### config.mk
export PLATFORM = sky130hd
export DESIGN_NAME = shift_rotate_unit
export DESIGN_NICKNAME = d
export VERILOG_FILES = /design/src/rtl/shift_rotate_unit.sv
export SDC_FILE = /design/constraint.sdc
export NUM_CORES = 1
export LEC_CHECK = 0
export BUFFER_PORTS_ARGS = -buffer_cell sky130_fd_sc_hd__buf_2
export CAP_MARGIN = 20
export CORE_MARGIN = 1
export CORE_UTILIZATION = 45
export DETAILED_ROUTE_END_ITERATION = 12
export PLACE_DENSITY = 0.66
export SLEW_MARGIN = 20
export SYNTH_ARGS = -nofsm -noshare
export SYNTH_HDL_FRONTEND = slang
export SYNTH_SLANG_ARGS = --single-unit
### constraint.sdc
create_clock -name clk -period 5.6 [get_ports clk]
set_clock_uncertainty 0.15 [all_clocks]
set_input_delay 0.28 -clock clk [delete_from_list [all_inputs] [get_ports clk]]
set_output_delay 0.28 -clock clk [all_outputs]
set_load 0.01 [all_outputs]
### src/rtl/shift_rotate_unit.sv
// Multi-cycle shift/rotate unit.
// Supports SHR, SHRA, SHL, ROR and ROL on a WIDTH-bit operand, moving at most
// STEP bit positions per clock. Requests and results use valid/ready
// handshakes, and each result carries zero and carry flags.
module shift_rotate_unit #(
    parameter  int WIDTH = 32,
    parameter  int STEP  = 4,
    localparam int CW    = $clog2(WIDTH)
) (
    input  logic             clk,
    input  logic             rst_n,
    input  logic             in_valid,
    output logic             in_ready,
    input  logic [WIDTH-1:0] in_data,
    input  logic [CW-1:0]    in_count,
    input  logic [2:0]       in_mode,
    output logic             out_valid,
    input  logic             out_ready,
    output logic [WIDTH-1:0] out_data,
    output logic             out_carry,
    output logic             out_zero
);

    typedef enum logic [1:0] {
        IDLE,
        SHIFT,
        DONE
    } state_e;

    localparam logic [2:0] MODE_SHR  = 3'b000;
    localparam logic [2:0] MODE_SHRA = 3'b001;
    localparam logic [2:0] MODE_SHL  = 3'b010;
    localparam logic [2:0] MODE_ROR  = 3'b011;
    localparam logic [2:0] MODE_ROL  = 3'b100;

    // The step size is held one bit wider than the count because STEP may
    // equal WIDTH, which does not fit in CW bits.
    localparam logic [CW:0] STEP_W = (CW + 1)'(STEP);

    state_e           state_q, state_d;
    logic [WIDTH-1:0] data_q;
    logic [2:0]       mode_q;
    logic [CW-1:0]    remaining_q;
    logic             carry_q;

    logic [CW:0]      step_amt;
    logic [CW-1:0]    remaining_next;
    logic [WIDTH-1:0] step_data;
    logic             step_carry;
    logic             accept;

    assign accept = (state_q == IDLE) && in_valid;

    // Pick this cycle's step size: min(remaining, STEP).
    always_comb begin
        step_amt = {1'b0, remaining_q};
        if ({1'b0, remaining_q} > STEP_W) begin
            step_amt = STEP_W;
        end
        remaining_next = remaining_q - step_amt[CW-1:0];
    end

    // Apply one step to the working register.
    // The step is built as a mux of constant shifts of 1..STEP bits, not as a
    // full barrel shifter. This keeps the shifter size bounded by STEP.
    always_comb begin
        // NOTE: every combinational output gets a default first, so no path
        // leaves it unassigned and no latch is inferred.
        step_data  = data_q;
        step_carry = 1'b0;
        for (int k = 1; k <= STEP; k++) begin
            if (step_amt == (CW + 1)'(k)) begin
                case (mode_q)
                    MODE_SHR: begin
                        step_data  = data_q >> k;
                        step_carry = data_q[k-1];
                    end
                    MODE_SHRA: begin
                        step_data  = $signed(data_q) >>> k;
                        step_carry = data_q[k-1];
                    end
                    MODE_SHL: begin
                        step_data  = data_q << k;
                        step_carry = data_q[WIDTH-k];
                    end
                    MODE_ROR: begin
                        step_data  = (data_q >> k) | (data_q << (WIDTH - k));
                        step_carry = data_q[k-1];
                    end
                    MODE_ROL: begin
                        step_data  = (data_q << k) | (data_q >> (WIDTH - k));
                        step_carry = data_q[WIDTH-k];
                    end
                    default: begin
                        step_data  = data_q;
                        step_carry = 1'b0;
                    end
                endcase
            end
        end
    end

    // Next-state logic for the control FSM.
    always_comb begin
        state_d = state_q;
        case (state_q)
            IDLE: begin
                if (in_valid) begin
                    if ((in_count == '0) || (in_mode > MODE_ROL)) begin
                        state_d = DONE;
                    end else begin
                        state_d = SHIFT;
                    end
                end
            end
            SHIFT: begin
                if (remaining_next == '0) begin
                    state_d = DONE;
                end
            end
            DONE: begin
                if (out_ready) begin
                    state_d = IDLE;
                end
            end
            default: state_d = IDLE;
        endcase
    end

    // State register.
    always_ff @(posedge clk or negedge rst_n) begin
        // NOTE: sequential state uses non-blocking assignments so that every
        // register samples its pre-edge inputs.
        if (!rst_n) begin
            state_q <= IDLE;
        end else begin
            state_q <= state_d;
        end
    end

    // Datapath registers: latch on acceptance, then update once per shift step.
    always_ff @(posedge clk or negedge rst_n) begin
        if (!rst_n) begin
            data_q      <= '0;
            mode_q      <= '0;
            remaining_q <= '0;
            carry_q     <= 1'b0;
        end else if (accept) begin
            data_q      <= in_data;
            mode_q      <= in_mode;
            remaining_q <= in_count;
            carry_q     <= 1'b0;
        end else if (state_q == SHIFT) begin
            data_q      <= step_data;
            carry_q     <= step_carry;
            remaining_q <= remaining_next;
        end
    end

    assign in_ready  = (state_q == IDLE);
    assign out_valid = (state_q == DONE);
    assign out_data  = data_q;
    assign out_carry = carry_q;
    assign out_zero  = ~|data_q;

endmodule

==> metrics.md <==
| Metric | Value |
|---|---|
| Outcome | `finished clean` |
| 1st-iter DRT viols | `about 480` |
| Switching power total | `approximately 2.0 mW` |
| Top cells by count, synth | `nand2_1, a21oi_1, dfrtp_1, nor2_1, clkbuf_1` |
| R2r setup slk | `approximately 2.5 ns` |
| Rel. slew slack | `between 30% and 40%` |
| Post-DP HPWL | `about 10000 um` |
| Worst EP arrival | `3.15 ns` |
| Setup_tns | `0 ns` |
| Hold Crit Depth | `3` |
| Syn avg cell area | `between 7 and 8 sq um` |
| Area of the multi-input gates | `3100 sq um` |
| Ys Warns | `0` |
| Clock group share of total power | `roughly 7.3%` |
| CP cell instances | `xnor2_1 > nor2_2 > buf_4 > mux4_2 > or2_0 > a31oi_1 > a31oi_1` |
| Share of the synthesized area in the top cell type | `about a quarter` |
| IO Count | `80` |
| Syn_nets | `663` |
| Critical path startpoint category | `flip-flop` |
| Register area | `~1100 sq um` |
| Die H | `102 um` |
| Placed cells | `768` |
| First-pass GRT wire length | `between 20000 and 25000 um` |
| Largest net degree at the start of global routing | `49` |
| Drt first pass iters | `5` |
| Vias | `between 5000 and 6000` |
| N_diodes | `0` |
| Number of cell rows | `36` |
| Fin crit share | `a little under three fifths` |
| CTS Hold Bufs | `0` |
| Post-synth cell types | `65` |
| Tightest Hold Check Type | `input port to flip-flop` |
| Port-buffer cells | `between 70 and 80` |
| Gr ovfl total | `0` |
| R2R Path Start | `mode_q[1]$_DFFE_PN0P_` |
| Post-synthesis sequential area ratio | `around a quarter` |
| Crit. End Element | `flip-flop` |
| Number of synthesized register bits | `43` |
| Post-Syn Instances | `618` |
| Clock Path Buffers | `2` |
| Internal power | `roughly 1.6 mW` |
| Unrepaired setup endpoints after global routing | `no` |
| Starting density of the core | `roughly 46%` |
| Post-cts sizing count | `0` |
| Total GRT Usage | `29.3%` |
| Slew Limit Fails | `0` |
| Number of global-route vias before repair | `between 4000 and 5000` |
| Vias per inst | `around 6.6` |
| Critical path class | `flip-flop to flip-flop` |
| Final nets | `688` |
| Seq pwr share | `a little over a quarter` |
| Routability Congestion | `~0.9` |
| Clk sink count | `43` |
| Clk Latency, worst-skew pair | `around 0.31 ns` |
| Worst path depth | `7` |
| Fin worst setup slack | `around 2.5 ns` |
| Crit path time final | `3.13 ns` |
| Power consumption | `roughly 3.7 mW` |
| Slowest CP cell | `dfrtp_1` |
| Cell taking the most area after synthesis | `dfrtp_1` |
| Post-CTS setup buffer count | `0` |
| Worst slew pin tran | `approximately 1.0 ns` |
| Root Buffer | `clkbuf_8` |
| Pwr Density | `around 740 nW/um^2` |
| Die Area | `between 10000 and 15000 sq um` |
| Worst Setup SP | `mode_q[1]$_DFFE_PN0P_` |
| Wire per inst | `roughly 20 um` |
| Net Sw Frac | `~56%` |
| Synthesized cell area | `4530 sq um` |
| Fin cells | `between 700 and 800` |
| Final setup vio count | `0` |
| Data required, critical path | `between 5 and 6 ns` |
| Antenna-violating nets left | `0` |
| Max Fclk | `0.320 GHz` |
| H-tree depth | `2` |
| Top-count cell post-synth | `nand2_1` |
| Dpl ws | `approximately 2.6 ns` |
| Top FF cell, synth | `dfrtp_1` |
| Top cell by count, worst path | `a31oi_1` |
| Worst R2R Path Depth | `7` |
| Buf+Inv Stages, Crit Path | `1` |
| CP max stage delay | `1.04 ns` |
| Synth-to-Final Area Change | `9.65%` |
| LEAKAGE | `1.97 nW` |
| Final Hold Fails | `0` |
| Die extent in x | `roughly 100 um` |
| Top cells by area, synth | `dfrtp_1, a21oi_1, nand2_1` |
| CTS Buf Count | `5` |
| WL final | `~15000 um` |
| Async S/R FF share, synth | `100%` |
| Max VDD drop | `between 0.3 and 0.4 mV` |
| Antenna violations before repair | `0` |
| Cell family with most CP delay | `flip-flops` |
| Critical Path Fanout Max | `48` |
| Max-cap violations | `0` |
| EDFF count, synth | `0` |
| Core area | `9770 sq um` |
| FF-to-FF End | `out_data[15]$_DFFE_PN0P_` |
| Fillers | `roughly 1000` |
| TritonCTS clock tree | `yes` |
| Layout cells sized above 1 | `between 10% and 20%` |
| Crit path to | `out_data[15]$_DFFE_PN0P_` |
| DRC viols | `0` |
| Combinational share of power | `66.6%` |
| Clock-pin transition on the worst setup and hold timing paths | `0.09 ns` |
==> cell type report <==
| type | instances | share of cell area [%] |
|---|---|---|
| clock inverters | 2 | 0.706 |
| clock buffers | 6 | 1.66 |
| flip-flops and latches | 43 | 21.7 |
| inverters | 4 | 0.302 |
| multi-input cells | 498 | 62.4 |
| well taps | 133 | 3.35 |
| repair buffers | 91 | 9.88 |
==> stage by stage <==
step	utilization, %	cell area, sq um	hold slack [ns]
after CTS	50.7	4950	0.00889
after detailed placement	49.4	4830	0.336
after floorplan	-	4530	-0.166
after global placement	49.4	4830	0.329
after global routing	50.8	4960	0.0229
final	50.8	4960	0.0132
==> power groups by stage <==
stage | clock network, mW | logic, mW | registers (mW)
6_report | 0.268 | 2.44 | 0.957
3_5_place_dp | 0 | 2.39 | 0.942
2_1_floorplan | 0 | 2.04 | 0.681
3_3_place_gp | 0 | 2.38 | 0.938
5_1_grt | 0.290 | 2.70 | 0.983
4_1_cts | 0.275 | 2.41 | 0.936
==> cells in the final DEF (no fill, tap or decap), types with 3 or more instances in the layout <==
cell type / n
nor2_2: 3
clkbuf_8: 6
o221ai_1: 3
a31oi_1: 18
a21boi_0: 6
and3_1: 8
nand2_1: 98
buf_4: 12
nand4_1: 6
a22oi_1: 6
a221oi_1: 6
buf_2: 78
mux4_2: 13
a32oi_1: 17
o22ai_1: 8
a21oi_1: 82
o211ai_1: 20
a311oi_1: 4
o21ai_0: 30
dfrtp_1: 43
nor2b_1: 8
o21ai_1: 10
mux2i_1: 7
nor2_1: 40
nor4_1: 9
nand2b_1: 10
a2111oi_0: 5
a211oi_1: 8
nand3_1: 18
and2_1: 4
or3_1: 9
inv_1: 4
==> per-layer routing <==
layer	track usage (%)	share of wire [%]	vias up
met5	0	0	-
met4	8.02	1.5	0
met1	42.3	46	2408
met3	4.10	8.0	25
met2	45.5	44	302
li1	-	-	2388
==> worst min-delay path, cell delays in order <==
cell     delay [ns]
buf_2          0.08
nand2_1        0.04
nand2_1        0.04
==> sequential cells by signal, indices dropped and copies added (netlist names) <==
name and flops:
mode_q 3, out_carry 1, out_data 32, remaining_q 5, state_q 2
==> worst min-delay path by stage <==
stage | startpoint | to | slack (ns)
finish | in_mode[2] | mode_q[2]$_DFFE_PN0P_ | 0.01
global route | in_data[30] | out_data[30]$_DFFE_PN0P_ | 0.02
CTS | in_mode[2] | mode_q[2]$_DFFE_PN0P_ | 0.009
detailed placement | in_mode[2] | mode_q[2]$_DFFE_PN0P_ | 0.34
global placement | in_mode[2] | mode_q[2]$_DFFE_PN0P_ | 0.33
floorplan | rst_n | mode_q[0]$_DFFE_PN0P_ | -0.17
==> cell families after synthesis <==
| kind of cell | count (synthesis) | share of synthesized area (%) |
|---|---|---|
| adders and majority gates | 1 | 0.276 |
| AOI/OAI and AO/OA | 246 | 35.2 |
| DFF | 43 | 23.8 |
| muxes | 20 | 8.02 |
| buffers and inverters | 77 | 7.85 |
| xor gates and xnor gates | 3 | 0.746 |
| and+or+nand+nor | 227 | 24.1 |
| other | 1 | 0.0828 |
No activity file was read; power rests on OpenSTA's default activity.
